File: src/rtl/wb_regfile_if.sv
// Writeback-stage bus for wb_regfile: MEM/WB pipeline inputs, decode read
// ports, and the commit/retire trace outputs.
interface wb_regfile_if #(
  parameter int DSIZE = 16,
  parameter int ASIZE = 4,
  parameter int ISIZE = 16
);
  logic [DSIZE-1:0] readData_wb;
  logic [DSIZE-1:0] alu_wb;
  logic [ASIZE-1:0] waddr_wb;
  logic             wen_wb;
  logic             memtoReg_wb;
  logic             jal_wb;
  logic [ISIZE-1:0] pc_wb;
  logic [ASIZE-1:0] raddr1;
  logic [ASIZE-1:0] raddr2;
  logic [DSIZE-1:0] rdata1;
  logic [DSIZE-1:0] rdata2;
  logic [DSIZE-1:0] wb_data;
  logic             commit_valid;
  logic [ASIZE-1:0] commit_addr;
  logic [DSIZE-1:0] commit_data;
  logic [15:0]      retire_count;

  modport master (
    output readData_wb, alu_wb, waddr_wb, wen_wb, memtoReg_wb, jal_wb, pc_wb,
           raddr1, raddr2,
    input  rdata1, rdata2, wb_data, commit_valid, commit_addr, commit_data,
           retire_count
  );

  modport slave (
    input  readData_wb, alu_wb, waddr_wb, wen_wb, memtoReg_wb, jal_wb, pc_wb,
           raddr1, raddr2,
    output rdata1, rdata2, wb_data, commit_valid, commit_addr, commit_data,
           retire_count
  );
endinterface

File: src/rtl/wb_regfile.sv
// Writeback stage and register file: source select, write-through read ports,
// and a commit trace with a wrapping retire counter.
module wb_regfile #(
  parameter int DSIZE = 16,
  parameter int ASIZE = 4,
  parameter int ISIZE = 16
) (
  input  logic       clk,
  input  logic       rst,
  wb_regfile_if.slave bus
);

  localparam int unsigned NREG = 1 << ASIZE;

  logic [DSIZE-1:0] regs [NREG];
  logic [DSIZE-1:0] link_val;
  logic [DSIZE-1:0] sel_data;
  logic             accept;
  logic             commit_valid_q;
  logic [ASIZE-1:0] commit_addr_q;
  logic [DSIZE-1:0] commit_data_q;
  logic [15:0]      retire_q;

  always_comb begin
    link_val = '0;
    link_val[ISIZE-1:0] = bus.pc_wb;
  end

  always_comb begin
    sel_data = bus.alu_wb;
    if (bus.jal_wb)
      sel_data = link_val;
    else if (bus.memtoReg_wb)
      sel_data = bus.readData_wb;
  end

  // Reset gates acceptance, so it also suppresses the read bypass.
  assign accept = bus.wen_wb && (bus.waddr_wb != '0) && !rst;

  always_comb begin
    bus.rdata1 = (bus.raddr1 == '0) ? '0 : regs[bus.raddr1];
    if (accept && (bus.raddr1 == bus.waddr_wb))
      bus.rdata1 = sel_data;
  end

  always_comb begin
    bus.rdata2 = (bus.raddr2 == '0) ? '0 : regs[bus.raddr2];
    if (accept && (bus.raddr2 == bus.waddr_wb))
      bus.rdata2 = sel_data;
  end

  always_ff @(posedge clk) begin
    if (rst) begin
      for (int unsigned i = 0; i < NREG; i++)
        regs[i] <= '0;
      commit_valid_q <= 1'b0;
      commit_addr_q  <= '0;
      commit_data_q  <= '0;
      retire_q       <= '0;
    end else begin
      commit_valid_q <= accept;
      if (accept) begin
        regs[bus.waddr_wb] <= sel_data;
        commit_addr_q      <= bus.waddr_wb;
        commit_data_q      <= sel_data;
        retire_q           <= retire_q + 16'd1;
      end
    end
  end

  assign bus.wb_data      = sel_data;
  assign bus.commit_valid = commit_valid_q;
  assign bus.commit_addr  = commit_addr_q;
  assign bus.commit_data  = commit_data_q;
  assign bus.retire_count = retire_q;

endmodule

File: src/flat_wrapper.sv
// flat-port wrapper written by rule: the top's interface ports become plain ports
module wb_regfile_flat 
#(
  parameter int DSIZE = 16,
  parameter int ASIZE = 4,
  parameter int ISIZE = 16
)
  (clk, rst, bus_readData_wb, bus_alu_wb, bus_waddr_wb, bus_wen_wb, bus_memtoReg_wb, bus_jal_wb, bus_pc_wb, bus_raddr1, bus_raddr2, bus_rdata1, bus_rdata2, bus_wb_data, bus_commit_valid, bus_commit_addr, bus_commit_data, bus_retire_count);
  wb_regfile_if #(.DSIZE(DSIZE), .ASIZE(ASIZE), .ISIZE(ISIZE)) bus_i ();
  input  logic clk;
  input  logic rst;
  input wire logic [$bits(bus_i.readData_wb)-1:0] bus_readData_wb;
  input wire logic [$bits(bus_i.alu_wb)-1:0] bus_alu_wb;
  input wire logic [$bits(bus_i.waddr_wb)-1:0] bus_waddr_wb;
  input wire logic [$bits(bus_i.wen_wb)-1:0] bus_wen_wb;
  input wire logic [$bits(bus_i.memtoReg_wb)-1:0] bus_memtoReg_wb;
  input wire logic [$bits(bus_i.jal_wb)-1:0] bus_jal_wb;
  input wire logic [$bits(bus_i.pc_wb)-1:0] bus_pc_wb;
  input wire logic [$bits(bus_i.raddr1)-1:0] bus_raddr1;
  input wire logic [$bits(bus_i.raddr2)-1:0] bus_raddr2;
  output wire logic [$bits(bus_i.rdata1)-1:0] bus_rdata1;
  output wire logic [$bits(bus_i.rdata2)-1:0] bus_rdata2;
  output wire logic [$bits(bus_i.wb_data)-1:0] bus_wb_data;
  output wire logic [$bits(bus_i.commit_valid)-1:0] bus_commit_valid;
  output wire logic [$bits(bus_i.commit_addr)-1:0] bus_commit_addr;
  output wire logic [$bits(bus_i.commit_data)-1:0] bus_commit_data;
  output wire logic [$bits(bus_i.retire_count)-1:0] bus_retire_count;
  assign bus_i.readData_wb = bus_readData_wb;
  assign bus_i.alu_wb = bus_alu_wb;
  assign bus_i.waddr_wb = bus_waddr_wb;
  assign bus_i.wen_wb = bus_wen_wb;
  assign bus_i.memtoReg_wb = bus_memtoReg_wb;
  assign bus_i.jal_wb = bus_jal_wb;
  assign bus_i.pc_wb = bus_pc_wb;
  assign bus_i.raddr1 = bus_raddr1;
  assign bus_i.raddr2 = bus_raddr2;
  assign bus_rdata1 = bus_i.rdata1;
  assign bus_rdata2 = bus_i.rdata2;
  assign bus_wb_data = bus_i.wb_data;
  assign bus_commit_valid = bus_i.commit_valid;
  assign bus_commit_addr = bus_i.commit_addr;
  assign bus_commit_data = bus_i.commit_data;
  assign bus_retire_count = bus_i.retire_count;
  wb_regfile #(.DSIZE(DSIZE), .ASIZE(ASIZE), .ISIZE(ISIZE)) u_core (.clk(clk), .rst(rst), .bus(bus_i));
endmodule
File: config.mk
export PLATFORM = sky130hd
export DESIGN_NAME = wb_regfile_flat
export DESIGN_NICKNAME = d
export VERILOG_FILES = /design/src/rtl/wb_regfile_if.sv /design/src/rtl/wb_regfile.sv /design/src/flat_wrapper.sv
export SDC_FILE = /design/constraint.sdc
export NUM_CORES = 1
export LEC_CHECK = 0
export BUFFER_PORTS_ARGS = -buffer_cell sky130_fd_sc_hd__buf_4
export CORE_ASPECT_RATIO = 1.4
export CORE_MARGIN = 2
export CORE_UTILIZATION = 25
export CTS_CLUSTER_DIAMETER = 100
export CTS_CLUSTER_SIZE = 16
export DETAILED_ROUTE_END_ITERATION = 8
export GPL_TIMING_DRIVEN = 0
export PLACE_DENSITY = 0.51
export SETUP_SLACK_MARGIN = 0.15
export SLEW_MARGIN = 20
export SYNTH_ARGS = -nofsm -noshare
export SYNTH_HDL_FRONTEND = slang
export SYNTH_SLANG_ARGS = --single-unit
File: constraint.sdc
create_clock -name clk -period 2.21 [get_ports clk]
set_clock_uncertainty 0.15 [all_clocks]
set_input_delay 0 -clock clk [delete_from_list [all_inputs] [get_ports clk]]
set_output_delay 0 -clock clk [all_outputs]
set_load 0.1 [all_outputs]
==> flow_summary.toml, run 1 <==
[worst_setup_path]
critPathMaxFanout = 2
cp_top_family = "multiplexers"
worstPathArrival_ns = 2.19
critical_path_class = "reg2out"
worst-path-buf-inv = 1
worst_path_max_delay_cell = "mux4_2"
critical_path.max_stage_delay_ns = 0.51
critPathCaptureType = "primary output"
crit_chain = "mux4_2 > a22o_1 > nor2_2 > o22ai_2 > buf_12"
timing.critical_path.from_type = "register"
cp.required_ns = 2.06

[global_route]
grt_pass1_wl_um = 69700
globalRouteTotalUtil_pct = 15.2
globalRouteOverflowTotal = 0
grt_start_max_net_pins = 18
grt.met3_usage_pct = 1.21
grtUsageMet1_pct = 15.8
grt_antenna_before_repair = 1
grt.met2_usage_pct = 29.9
gr-max-usage-layer = "met2"
vias_in_the_first_global_route = 10900

[power]
power_frac_comb_pct = 25.0
switching_share_pct = 31.6
power.density_nw_per_um2 = 730
power.ir.vdd_worst_mv = 0.433
power.share.sequential_pct = 47.2
power_frac_clock_pct = 27.9
power_leakage_nw = 6.60
netSwitchingPower_mw = 4.33
internal-power_mw = 9.40

[sta]
timing.final.crit_share_pct = 106
setup_slack_ns = -0.131
period_minus_slack_ns = 2.34
worstMarginPinSlew_ns = 1.08
final-setup-viol-count = 32
finalHoldViolCount = 0
max_freq_mhz = 427
hold_slack_ns = 0.0135
max-slew-margin-rel_pct = 27.8
slew_viol_final = 0
rsz0062_at_grt = "yes"

[die]
io_pins = 150
placementRows = 107
die_width_um = 212
core_area_um2 = 60500
dieArea_um2 = 62900
chip_height_um = 296
start_util_pct = 25.1

[layout]
layout-area-overhead-vs-synth_pct = 23.6
fin_cells = 2182
layout-drive-gt1-share_pct = 31.8
antenna_cells = 0
finalNetCount = 1424
final_core_utilization_pct = 31.1
post-route-cell-area_um2 = 18800

[clock_network]
cts_post_setup_buffers_inserted = 0
clock-sinks = 293
clk_root_buffer_cell = "clkbuf_16"
max-clock-path-buffers = 3
clock_tree_from_tritoncts = "yes"
cts_htree_levels = 1
cts.clk_slew.worst_paths_ns = 0.08
tritoncts.num_buffers = 22
insertion_delay_ns = 0.55

[drt]
drt_iter0_markers = 599
via_count = 10200
drt-total-wl_um = 47500
routed_wire_length_per_instance_um = 21.8
ant_nets = 0
route.detailed.drc = 0
drt_pre_antenna_iters = 5
viasPerCell = 4.68

[worst_hold_path]
worst_hold_path_type = "in2reg"

[placement]
place.detailed.instances = 2133
post-place-ws_ns = -0.592
dpl_cell_area_um2 = 17500
gp_routability_congestion = 0.848
io_buffer_count = 143
detailedPlacementHpwl_um = 37800

[synthesis]
synth_simple_gate_area_share_pct = 11.5
postSynthAreaPerCell_um2 = 13.1
post-synth-top-area-fraction_pct = 50.5
seq_total_area_yosys_pct = 55.4
async_flop_share_pct = 0
synth_top_cells_by_area = "edfxtp_1 (51%), mux4_2 (19%), nor2_1 (7.0%), dfxtp_1 (4.9%), a22o_1 (3.7%)"
synthesis.instances = 1158
synth_top_family_by_area = "multiplexers"
syn-cell-area_um2 = 15200
synth_xor_area_share_pct = 0.806
yosys-top-cells-count = "nor2_1 (283), edfxtp_1 (256), mux4_2 (128), clkbuf_1 (70), nand2_1 (70)"
yosys_register_bits = 293
synth_most_common_cell = "nor2_1"
synth.area.mux_share_pct = 20.0
synth_top_cell_by_area = "edfxtp_1"
synth_cell_types = 45
ys.warnings.count = 0
synth_compound_gate_area_share_pct = 8.37
synth_edf_count = 256
synth_adder_area_share_pct = 0.0822
synthFlopType = "edfxtp_1"

[outcome]
violations_in_the_final_reports = "setup timing"
run_status = "complete, but fails checks"

[flow_run]
max_cap_violations = 0
[sequential cells by signal, indices dropped and copies added, names as in the netlist]
register / cells
u_core.bus.commit_addr: 4
u_core.bus.commit_data: 16
u_core.bus.retire_count: 16
u_core.regs: 256
u_core.bus.commit_valid: 1
[worst paths after layout]
path	from	endpoint	slack, ns	depth (start not counted)
worst max register to register	u_core.bus.retire_count[0]$_SDFFE_PP0P_	u_core.bus.retire_count[14]$_SDFFE_PP0P_	0.35	5
worst min-delay path	bus_pc_wb[1]	u_core.regs[1][1]$_SDFFCE_PN0P_	0.01	5
worst min register to register	u_core.bus.commit_data[4]$_SDFFE_PP0P_	u_core.bus.commit_data[4]$_SDFFE_PP0P_	0.31	2
worst max-delay path	u_core.regs[6][13]$_SDFFCE_PN0P_	bus_rdata2[13]	-0.13	5
[cells by family (layout without fill, tap and decap cells)]
| kind of cell | after synthesis | in the layout |
|---|---|---|
| AOI/OAI and AO/OA | 154 | 154 |
| xor gates and xnor gates | 14 | 14 |
| adders and majority gates | 1 | 1 |
| buffers and inverters | 135 | 327 |
| DFF | 293 | 293 |
| muxes | 144 | 144 |
| other | 1 | 16 |
| and+or+nand+nor | 416 | 416 |
[cell type report]
class | instances | area [um^2]
Tap cell | 817 | 1020
Sequential cell | 293 | 8450
Fill cell | 6205 | 41700
Timing Repair Buffer | 161 | 1580
Inverter | 17 | 63.8
Multi-Input combinational cell | 745 | 6510
Clock buffer | 30 | 602
Clock inverter | 1 | 16.3
Buffer | 118 | 571
[layout by cell type, fill, tap and decap left out, drive strengths merged, types with 2 or more instances in the layout]
cell	n
inv	17
nand2	70
a22o	64
and3	5
or4	5
nor2b	6
o22ai	32
o21ai	5
clkbuf	100
o31ai	4
dlygate4sd3	18
conb	16
buf	185
and4	2
a22oi	2
nand3	9
or3	4
nand2b	15
nor4	2
clkdlybuf4s15	6
edfxtp	256
and2	4
o21a	16
nor2	283
a31o	2
xnor2	11
mux4	128
dfxtp	37
xor2	3
mux2i	16
a21oi	27
nand4	5
and3b	2
[metrics by stage]
step	setup TNS (ns)	power [mW]
2_1_floorplan	-0.525	8.82
3_3_place_gp	-90.66	9.68
3_5_place_dp	-99.64	9.73
4_1_cts	-3.83	13.8
5_1_grt	-4.94	14.2
6_report	-2.96	13.7
[power by group through the flow]
stage	sequential [mW]	combinational, mW	clock [mW]
final	6.48	3.43	3.83
after floorplan	6.73	2.08	0
after global routing	6.51	3.57	4.14
after detailed placement	6.60	3.13	0
after CTS	6.48	3.36	3.94
after global placement	6.58	3.11	0
[metal layers]
metal,vias up,share of wire [%]
li1,4726,-
met1,5193,35
met2,217,56
met3,68,3.2
met4,0,5.1
met5,-,0
[tightest hold or removal path: cells and delay by family]
| kind | cells | cell delay, ns |
|---|---|---|
| and+or+nand+nor | 2 | 0.19 |
| AOI/OAI and AO/OA | 1 | 0.10 |
| buffers and inverters | 2 | 0.30 |
[timing repair]
action | CTS | global route
endpoints found under the setup margin | 81 | 174
resized for setup | 99 | 55
hold buffers | 17 | 1
pin swaps | 13 | 9
endpoints found under the hold margin | 40 | 1
Power figures use the tool's default switching activity.
==> run 2: changes to the inputs <==
--- a/config.mk
+++ b/config.mk
@@ -15,6 +15,7 @@
 export GPL_TIMING_DRIVEN = 0
 export PLACE_DENSITY = 0.51
 export SETUP_SLACK_MARGIN = 0.15
+export SKIP_LAST_GASP = 1
 export SLEW_MARGIN = 20
 export SYNTH_ARGS = -nofsm -noshare
 export SYNTH_HDL_FRONTEND = slang
==> constraint.sdc (replaced) <==
create_clock -name clk -period 2.21 [get_ports clk]
set_clock_uncertainty 0.15 [all_clocks]
set_input_delay 0.1105 -clock clk [delete_from_list [all_inputs] [get_ports clk]]
set_output_delay 0.1105 -clock clk [all_outputs]
set_load 0.1 [all_outputs]
==> run 2 against run 1 <==
  * The run still ends with setup timing left
  * Clock-buffer cell count is 1 higher
  * Non-clock buffer count fell by 9
  * Sequential cell count is the same
  * Wire length is 9.4% higher
  * Combinational power increased by 6.1%
  * Critical path depth unchanged
  * Highest routed layer unchanged
==> flow_summary.toml, run 2 (synthesized netlist as in run 1, its figures left out) <==
[die]
chip_height_um = 296
io_pins = 150
start_util_pct = 25.1
placementRows = 107
core_area_um2 = 60500
dieArea_um2 = 62900
die_width_um = 212

[global_route]
grt_antenna_before_repair = 0
grt_pass1_wl_um = 75300
globalRouteOverflowTotal = 0
grt_start_max_net_pins = 18
vias_in_the_first_global_route = 11200
globalRouteTotalUtil_pct = 16.5

[layout]
layout-drive-gt1-share_pct = 34.7
layout-area-overhead-vs-synth_pct = 25.2
antenna_cells = 0
mostFrequentLayoutCells = "edfxtp_1 (256), nor2_1 (252), mux4_2 (128), buf_4 (119), nand2_1 (70)"
final_core_utilization_pct = 31.5
most_common_cell_after_layout_fill_and_taps_aside = "edfxtp_1"
finalNetCount = 1415
fin_cells = 2174
max_ffs_per_register = 256
largest-register = "u_core.regs"
post-route-cell-area_um2 = 19100

[worst_hold_path]
worst_hold_path_type = "in2reg"
min-delay-start = "rst"

[sta]
worstMarginPinSlew_ns = 0.824
rsz0062_at_grt = "yes"
setup_slack_ns = -0.279
final.setup.tns_ns = -6.92
slew_viol_final = 0
max_freq_mhz = 402
timing.final.crit_share_pct = 113
final-setup-viol-count = 32
max-slew-margin-rel_pct = 45.1
period_minus_slack_ns = 2.49
hold_slack_ns = 0.0201
finalHoldViolCount = 0

[worst_setup_path]
critPathCaptureType = "primary output"
critPathMaxFanout = 2
critical_path_class = "reg2out"
worstPathArrival_ns = 2.23
timing.critical_path.from_type = "register"
cp.required_ns = 1.95
rr_startpoint = "u_core.bus.retire_count[0]$_SDFFE_PP0P_"
startpoint = "u_core.regs[0][4]$_SDFFCE_PN0P_"

[placement]
gp_routability_congestion = 0.885
detailedPlacementHpwl_um = 38400
place.detailed.instances = 2133
io_buffer_count = 143
dpl_cell_area_um2 = 17700
post-place-ws_ns = -1.03

[clock_network]
insertion_delay_ns = 0.53
max-clock-path-buffers = 3
clk_root_buffer_cell = "clkbuf_16"
tritoncts.num_buffers = 22
cts.clk_slew.worst_paths_ns = 0.08
clock-sinks = 293
clock_tree_from_tritoncts = "yes"
cts_htree_levels = 1

[power]
power_mw = 14.0
power.density_nw_per_um2 = 735
power.ir.vdd_worst_mv = 0.465
power_leakage_nw = 6.66

[drt]
routed_wire_length_per_instance_um = 23.9
drt-total-wl_um = 51900
ant_nets = 0
viasPerCell = 4.91
drt_pre_antenna_iters = 5
via_count = 10700
route.detailed.drc = 0
drt_iter0_markers = 758

[outcome]
run_status = "complete, but fails checks"
violations_in_the_final_reports = "setup timing"

[flow_run]
max_cap_violations = 0
-- run 2: cell types whose count changed in the layout (fill, tap and decap cells not counted), moves of 7 or more --
cell,delta
o22ai_2,-16
nor2_4,+8
o22ai_4,+16
dlygate4sd3_1,-9
nor2_1,-7
buf_12,+7
clkbuf_1,-11
clkbuf_2,+8
buf_6,-7
-- run 2: worst paths after layout --
check,endpoint,slack [ns],cells past startpoint
worst max-delay path,bus_rdata1[4],-0.28,5
worst min register to register,u_core.bus.commit_data[8]$_SDFFE_PP0P_,0.31,2
worst min-delay path,u_core.bus.retire_count[0]$_SDFFE_PP0P_,0.02,3
worst max register to register,u_core.bus.retire_count[14]$_SDFFE_PP0P_,0.30,5
-- run 2: worst max-delay path: stages, from the launching register on --
cell and delay (ns):
edfxtp_1 0.42, mux4_2 0.51, a22o_1 0.30, nor2_2 0.12
o22ai_2 0.15, buf_12 0.21
-- run 2: cell type report --
cell class,count,area (um^2)
Sequential cell,293,8450
Inverter,17,86.3
Timing Repair Buffer,152,1530
Buffer,118,593
Multi-Input combinational cell,745,6760
Clock buffer,31,606
Fill cell,6167,41500
Tap cell,817,1020
Clock inverter,1,16.3
-- run 2: routing by layer --
layer	vias up	wire [um]	GRT usage (%)
li1	4730	-	-
met1	5485	19100	19.0
met2	377	28500	31.4
met3	87	2250	1.46
met4	0	2030	6.38
met5	-	0	0
-- run 2: repair_timing --
action                                 4_1_cts  5_1_grt
gates cloned                                 0        0
endpoints found under the hold margin       10        0
gates resized for setup                    168       37
hold buffers                                 9        0
pin swaps                                   12       22
setup buffers                                0        0
setup endpoints to repair                  289       92
-- run 2: power by group --
| part | leakage [nW] | internal (mW) | switching [mW] | total (mW) |
|---|---|---|---|---|
| Clock | 0.300 | 1.91 | 1.97 | 3.88 |
| Sequential | 2.75 | 6.32 | 0.155 | 6.48 |
| Combinational | 3.60 | 1.26 | 2.38 | 3.64 |
